## config.mk

```make
export PLATFORM = sky130hd
export DESIGN_NAME = cla_word_sequencer
export DESIGN_NICKNAME = d
export VERILOG_FILES = /design/src/rtl/cla_word_sequencer_pkg.sv /design/src/rtl/cla_word_sequencer_cla8_slice.sv /design/src/rtl/cla_word_sequencer.sv
export SDC_FILE = /design/constraint.sdc
export NUM_CORES = 1
export LEC_CHECK = 0
export CORE_ASPECT_RATIO = 1.1
export CORE_MARGIN = 2
export CORE_UTILIZATION = 35
export CTS_CLUSTER_SIZE = 16
export DETAILED_ROUTE_END_ITERATION = 16
export GPL_ROUTABILITY_DRIVEN = 0
export HOLD_SLACK_MARGIN = 0.12
export MAX_ROUTING_LAYER = met4
export SLEW_MARGIN = 5
export SYNTH_ARGS = -nofsm -noshare
export SYNTH_HDL_FRONTEND = slang
export SYNTH_SLANG_ARGS = --single-unit
```

## constraint.sdc

```tcl
create_clock -name clk -period 3.59 [get_ports clk]
set_input_delay 0.718 -clock clk [delete_from_list [all_inputs] [get_ports clk]]
set_output_delay 0.718 -clock clk [all_outputs]
set_load 0.05 [all_outputs]
```

## src/rtl/cla_word_sequencer_pkg.sv

```systemverilog
// Shared definitions for the byte-serial multi-precision add/subtract stage.
//   BYTE_W     : width of one operand slice (one byte).
//   bytePair_t : one input beat, the A/B operand bytes plus carry-in and subtract flag.
//   calcIdxw   : width of the byte index counter for a given word length.
package cla_word_sequencer_pkg;

    localparam int BYTE_W = 8;

    typedef struct packed {
        logic [BYTE_W-1:0] a;
        logic [BYTE_W-1:0] b;
        logic              cin;
        logic              sub;
    } bytePair_t;

    // A one-byte word still needs a one-bit counter so the index register
    // never collapses to zero width.
    function automatic int calcIdxw(input int words);
        if (words <= 2) begin
            return 1;
        end
        return $clog2(words);
    endfunction

endpackage

```

## src/rtl/cla_word_sequencer_cla8_slice.sv

```systemverilog
// Purely combinational 8-bit carry-lookahead adder slice.
//   a, b  : operand bytes
//   cin   : carry into bit 0
//   sum   : a + b + cin, low 8 bits
//   c7    : carry into bit 7, used with cout to detect signed overflow
//   cout  : carry out of bit 7
module cla8_slice
    import cla_word_sequencer_pkg::*;
(
    input  logic [BYTE_W-1:0] a,
    input  logic [BYTE_W-1:0] b,
    input  logic              cin,
    output logic [BYTE_W-1:0] sum,
    output logic              c7,
    output logic              cout
);

    logic [BYTE_W-1:0] w_g;
    logic [BYTE_W-1:0] w_p;
    logic [BYTE_W:0]   w_c;

    assign w_g = a & b;
    assign w_p = a ^ b;

    // Every carry is formed directly from the generate/propagate terms and
    // cin as a flat sum of products, so no carry waits on the carry below it.
    always_comb begin
        logic term;
        term   = 1'b0;
        w_c    = '0;
        w_c[0] = cin;
        for (int i = 0; i < BYTE_W; i++) begin
            term = cin;
            for (int k = 0; k <= i; k++) begin
                term = term & w_p[k];
            end
            w_c[i+1] = term;
            for (int j = 0; j <= i; j++) begin
                term = w_g[j];
                for (int k = j + 1; k <= i; k++) begin
                    term = term & w_p[k];
                end
                w_c[i+1] = w_c[i+1] | term;
            end
        end
    end

    assign sum  = w_p ^ w_c[BYTE_W-1:0];
    assign c7   = w_c[BYTE_W-1];
    assign cout = w_c[BYTE_W];

endmodule

```

## src/rtl/cla_word_sequencer.sv

```systemverilog
// Byte-serial multi-precision add/subtract stage. Operand bytes arrive
// LSB-first; each pair goes through one 8-bit CLA slice, with the carry
// chained between bytes in a register. Results leave through a single
// registered output stage.
//   clk, rst_n          : clock and synchronous active-low reset
//   flush               : abandon the partial word (index and carry cleared)
//   in_valid/in_ready   : input byte-pair handshake
//   in_a, in_b          : operand bytes
//   in_cin, in_sub      : carry-in and subtract select, sampled on byte 0 only
//   out_valid/out_ready : output byte handshake
//   out_sum             : result byte
//   out_last            : result byte is the last byte of the word
//   out_cout, out_ovf   : word carry-out and signed overflow, only on the last byte
module cla_word_sequencer
    import cla_word_sequencer_pkg::*;
#(
    parameter int WORDS = 4
) (
    input  logic              clk,
    input  logic              rst_n,
    input  logic              flush,
    input  logic              in_valid,
    output logic              in_ready,
    input  logic [BYTE_W-1:0] in_a,
    input  logic [BYTE_W-1:0] in_b,
    input  logic              in_cin,
    input  logic              in_sub,
    output logic              out_valid,
    input  logic              out_ready,
    output logic [BYTE_W-1:0] out_sum,
    output logic              out_last,
    output logic              out_cout,
    output logic              out_ovf
);

    localparam int              IDXW     = calcIdxw(WORDS);
    localparam logic [IDXW-1:0] LAST_IDX = IDXW'(WORDS - 1);

    logic [IDXW-1:0]   r_idx;
    logic              r_carry;
    logic              r_sub;
    logic              r_outValid;
    logic [BYTE_W-1:0] r_outSum;
    logic              r_outLast;
    logic              r_outCout;
    logic              r_outOvf;

    bytePair_t         w_pair;
    logic              w_first;
    logic              w_last;
    logic              w_subEff;
    logic [BYTE_W-1:0] w_bEff;
    logic              w_cEff;
    logic              w_accept;
    logic [BYTE_W-1:0] w_sliceSum;
    logic              w_sliceC7;
    logic              w_sliceCout;

    assign w_pair = '{a: in_a, b: in_b, cin: in_cin, sub: in_sub};

    assign w_first = (r_idx == '0);
    assign w_last  = (r_idx == LAST_IDX);

    // Subtraction is A + ~B + 1: byte 0 injects the +1 itself, later bytes
    // keep inverting B under the latched mode and chain the stored carry.
    assign w_subEff = w_first ? w_pair.sub : r_sub;
    assign w_bEff   = w_subEff ? ~w_pair.b : w_pair.b;
    assign w_cEff   = w_first ? (w_pair.sub | w_pair.cin) : r_carry;

    // The output register may be refilled in the same cycle it is drained;
    // flush blocks input so a flush never coincides with an accept.
    assign in_ready = !flush && (!r_outValid || out_ready);
    assign w_accept = in_valid && in_ready;

    cla8_slice u_slice (
        .a    (w_pair.a),
        .b    (w_bEff),
        .cin  (w_cEff),
        .sum  (w_sliceSum),
        .c7   (w_sliceC7),
        .cout (w_sliceCout)
    );

    // Byte counter, carry chain, subtract latch and output register.
    // Flush only touches the word state, so a pending output still drains.
    always_ff @(posedge clk) begin
        if (!rst_n) begin
            r_idx      <= '0;
            r_carry    <= 1'b0;
            r_sub      <= 1'b0;
            r_outValid <= 1'b0;
            r_outSum   <= '0;
            r_outLast  <= 1'b0;
            r_outCout  <= 1'b0;
            r_outOvf   <= 1'b0;
        end else begin
            if (flush) begin
                r_idx   <= '0;
                r_carry <= 1'b0;
            end
            if (w_accept) begin
                r_outValid <= 1'b1;
                r_outSum   <= w_sliceSum;
                r_carry    <= w_sliceCout;
                if (w_first) begin
                    r_sub <= w_pair.sub;
                end
                if (w_last) begin
                    r_outLast <= 1'b1;
                    r_outCout <= w_sliceCout;
                    r_outOvf  <= w_sliceC7 ^ w_sliceCout;
                    r_idx     <= '0;
                end else begin
                    r_outLast <= 1'b0;
                    r_outCout <= 1'b0;
                    r_outOvf  <= 1'b0;
                    r_idx     <= r_idx + IDXW'(1);
                end
            end else if (out_ready) begin
                r_outValid <= 1'b0;
            end
        end
    end

    assign out_valid = r_outValid;
    assign out_sum   = r_outSum;
    assign out_last  = r_outLast;
    assign out_cout  = r_outCout;
    assign out_ovf   = r_outOvf;

endmodule

```

; After elaboration in Yosys (flattened, before gate mapping)
; Index checks and enable logic that the tools add are counted.
[word_totals]
register_bits = 16
inputBits = 23
memories = 0
latch_bits = 0
mem_bits_rw = 0
rom_bits = 0
word_cells = 109
out_inout_bits = 13
[op_classes]
shifts = 0
addsub = 1
n_reduce_logical = 8
bitwise = 78
multipliers = 0
n_div = 0
n_eq_ne = 1
order_cmp = 0
mux = 13
[op_table]
columns = cell, n
row1 = 1-bit OR, 37
row2 = 1-bit AND, 36
row3 = 8-bit XOR, 2
row4 = 1-bit two-way mux, 9
row5 = 8-bit AND, 1
row6 = 8-bit two-way mux, 1
row7 = 8-bit inverter, 1
row8 = 2-bit two-way mux, 3
row9 = 2-bit nonzero test, 2
row10 = 2-bit by 1-bit adder with 2-bit output (second input constant), 1
row11 = 2-bit equality test (second input constant), 1
row12 = 1-bit logical AND, 2
row13 = 1-bit zero test, 2
row14 = 2-bit zero test, 1
row15 = 1-bit logical OR, 1
row16 = 1-bit XOR, 1

; Longest topological paths before layout
[depth]
ltp_word = 22
depth_mapped = 11
ltp_nobuf = 11

; Modules after synthesis
; From an unflattened synthesis, not the netlist that was laid out.
[hier_totals]
hier_cells = 130
area_unflattened_um2 = 1114.8
[by_module_without_submodules]
columns = mod, seq_area_each_um2, cells_per_inst, area_each_um2, instances
row1 = cla_word_sequencer, 320.3, 91, 790.8, 1
row2 = cla8_slice, 0.0, 39, 324.1, 1

; Worst setup path before layout
; Ideal clock, no wire load.
[synth_timing]
path_type = reg-to-reg
start = register r_idx[0]
end = register r_carry
required_ns = 3.471
synth_period_minus_slack_ns = 2.589
setup_slack_ns = 1.001
setup_ns = 0.119
arrival_ns = 2.470
n_path_buf = 0
stages_incl_launch_ff = 12
cell_sequence = dfxtp_1 > inv_1 > ha_1 > mux2i_4 > xnor2_1 > ha_1 > ha_1 > o211ai_1 > nand2_1 > a211o_1 > a21oi_2 > a21oi_1
[synth_between]
elab_chain_len = 21
word_cells_on_any_way = 51
classes_between = mux: 4 / bitwise: 46 / reduce/logical: 1
[synth_lines]
columns = item, line_no
row1 = "start, declared", cla_word_sequencer.sv:39  ; logic [IDXW-1:0] r_idx;
row2 = "start signal, assigned", cla_word_sequencer.sv:117  ; r_idx <= r_idx + IDXW'(1);
row3 = 2-bit zero test (*), cla_word_sequencer.sv:61  ; assign w_first = (r_idx == '0);
row4 = 1-bit two-way mux, --
row5 = 8-bit two-way mux, cla_word_sequencer.sv:67  ; assign w_bEff = w_subEff ? ~w_pair.b : w_pair.b;
row6 = 8-bit XOR, cla_word_sequencer_cla8_slice.sv:23  ; assign w_p = a ^ b;
row7 = 1-bit AND (8 in a row), cla_word_sequencer_cla8_slice.sv:35  ; term = term & w_p[k];
row8 = 1-bit OR (7 in a row), cla_word_sequencer_cla8_slice.sv:43  ; w_c[i+1] = w_c[i+1] | term;
row9 = 1-bit OR (*), cla_word_sequencer_cla8_slice.sv:43
row10 = 1-bit two-way mux (*), cla_word_sequencer.sv:101  ; if (w_accept) begin
row11 = "end signal, assigned", cla_word_sequencer.sv:104  ; r_carry <= w_sliceCout;
row12 = "end, declared", cla_word_sequencer.sv:40  ; logic r_carry;
; Mark *: on every way between the ends. The rest lies on a longest branch, timed or not.
; A chain may end at the register's enable or synchronous reset.

; Final worst setup path
[layout_timing]
start = input out_ready
end = output in_ready
[layout_between]
elab_chain_len = 2
[layout_lines]
columns = item, line_no
row1 = "start, declared", cla_word_sequencer.sv:29  ; input logic out_ready,
row2 = 1-bit logical OR, cla_word_sequencer.sv:72  ; assign in_ready = !flush && (!r_outValid || out_ready);
row3 = 1-bit logical AND, cla_word_sequencer.sv:72
row4 = "end, declared", cla_word_sequencer.sv:23  ; output logic in_ready,
; Every way passes these cells.

==> reports/metrics.cfg <==
[drt]
route.detailed.drc=0
drt_first_pass_iters=4
drt_wl_total_um=2350
dr.first_iter.drc_count=17
wl_per_cell_um=12.2
routed_via_density=5.09
vias=983
ant_nets=0

[timing]
worst_slew_pin_slew_ps=717
rsz0062_at_grt=false
period_needed_ps=2920
finalHoldViolCount=0
finalSetupViolations=0
fin_crit_sh=0.815
finalMaxSlewViolations=0
fin_tns_setup_ps=0
clock_skew_ps=1.26
holdWs_ps=468
slew-limit-headroom=0.521
fmax_mhz=342

[logic_synthesis]
async_flop_share=0
yosys.area.top_type_share=0.291
synthCells=123
synthTopCellsByCount=dfxtp_1 (16), nand2_1 (15), ha_1 (11)
synth_area_leaders=dfxtp_1 (29%), ha_1 (13%), xnor2_1 (8.0%)
synth_nets=158
ys_seq_area_frac=0.291
synth_cell_types=38
synth_edf_count=0
synth.most_common_cell=dfxtp_1
yosys.area.top_type=dfxtp_1
synth.avg_cell_area_um2=8.95
syn_area_um2=1100
ys.flop_type=dfxtp_1
ys_ff_latch=16
yosysWarnings=0

[cells_and_area]
layout-drive-gt1-share=0.0818
final_nets=195
syn_to_final_growth_pct=37.4
diodes=0

[place]
hpwl_um=1870
port_buffers=35

[power]
seqPwrFrac=0.355
combPwrFrac=0.426
p_leak_nw=0.607
clkPwrFrac=0.220
total_power_mw=0.554
power.switching_mw=0.194
power.density_nw_per_um2=366
ir_drop_mv=0.225
p_int_mw=0.360
swShare=0.351

[clock_tree]
cts_max_path_buffers=2
clkTransAtPathRegs_ps=100
cts_tree=yes
htreeDepth=1
clk_latency_ps=290
root_buffer=clkbuf_4
post_cts_buffers=0
holdBufCountCts=0
numCtsBuffers=3
clkSinkCount=16
cts_resized=0

[floorplan]
fp-row-count=21
io_pins=36
initial_core_util=0.364
core_area_um2=3020
die-height_um=62.8
die_x_um=57.5
die_area_um2=3610

[critical_path]
critPathLaunchType=input port
path_class=in2out
cp_max_fo=3
required_ps=2870
worstSetupEndpointType=output pin
critPathArrivalTime_ps=2210

[flow_run]
drv_cap=0

[global_routing]
antenna_found_initial=0
grt_usage=0.147
globalRouteOverflowTotal=0
grt_pass1_vias=969
grt_max_degree=23
grt_pass1_wl_um=4130

[min_path]
hp-class=reg2reg

[status]
status=complete, no violations

[path summary, 6_finish.rpt]
| path | from | to | slack, ps | cells after the start |
|---|---|---|---|---|
| min | out_ovf | out_ovf | 470 | 2 |
| max reg2reg | r_idx[0] | r_carry | 950 | 11 |
| max | out_ready | in_ready | 670 | 4 |
| min reg2reg | out_ovf | out_ovf | 470 | 2 |
[flip-flops by register name, summed over array words and instances (netlist names)]
register,cells
r_idx,2
out_last,1
out_ovf,1
r_sub,1
out_cout,1
out_sum,8
r_carry,1
out_valid,1
[worst max-delay path, stage by stage]
cell and delay, ps:
clkdlybuf4s50_1 500, nor2b_4 50, nor2_1 110, clkdlybuf4s50_1 820
[metal layers]
layer  global-route usage  routed length, µm  up-vias
met2                0.256               1150       27
li1                     -                  -      505
met4               0.0698                 55        0
met3               0.0124                103        6
met1                0.168               1040      445
met5                    -                  0        -
[cell families (layout without fill, tap and decap cells)]
family	count (synthesis)	in the layout	share of synthesized area
compound gates	30	30	0.198
xor+xnor	11	11	0.0875
fa+ha+maj	12	12	0.143
buf+inv	10	46	0.0466
flops	16	16	0.291
mux	4	4	0.0489
simple gates	40	40	0.185
[placed cells by master, fill, tap and decap left out, types with 2 or more instances in the layout]
cell / instances
clkbuf_4: 3
nor3_1: 4
a21oi_1: 6
o21ai_0: 3
nand3_1: 7
inv_1: 5
a21boi_0: 4
a211o_1: 2
nor2_1: 6
xnor2_1: 10
o211a_1: 2
buf_4: 2
ha_1: 11
clkdlybuf4s50_1: 35
nand2_1: 15
o211ai_1: 2
mux2i_1: 2
o21a_1: 3
dfxtp_1: 16
nor2b_1: 3
[power groups by stage]
stage	combinational [mW]	clock [mW]	sequential (mW)
floorplan	0.131	0	0.235
global placement	0.234	0	0.200
detailed placement	0.236	0	0.201
CTS	0.237	0.126	0.197
global route	0.261	0.136	0.198
finish	0.236	0.122	0.196
[through the flow]
| step | area [µm²] | std cells | setup slack [ps] | util |
|---|---|---|---|---|
| 6_report | 1510 | 193 | 665 | 0.501 |
| 5_1_grt | 1510 | 193 | 553 | 0.501 |
| 4_1_cts | 1510 | 193 | 649 | 0.501 |
| 3_5_place_dp | 1480 | 189 | 505 | 0.489 |
| 3_3_place_gp | 1480 | 189 | 560 | 0.489 |
| 2_1_floorplan | 1100 | 123 | 1000 | - |
[cell type report]
cell class                 instances  area, µm²
clock buffer                       4       36.3
fill                             302       1510
multi-input combinational         97        729
tap                               34       42.5
sequential                        16        320
timing repair buffer              37        365
inverter                           5       18.8
(Power assumes the default switching activity.)
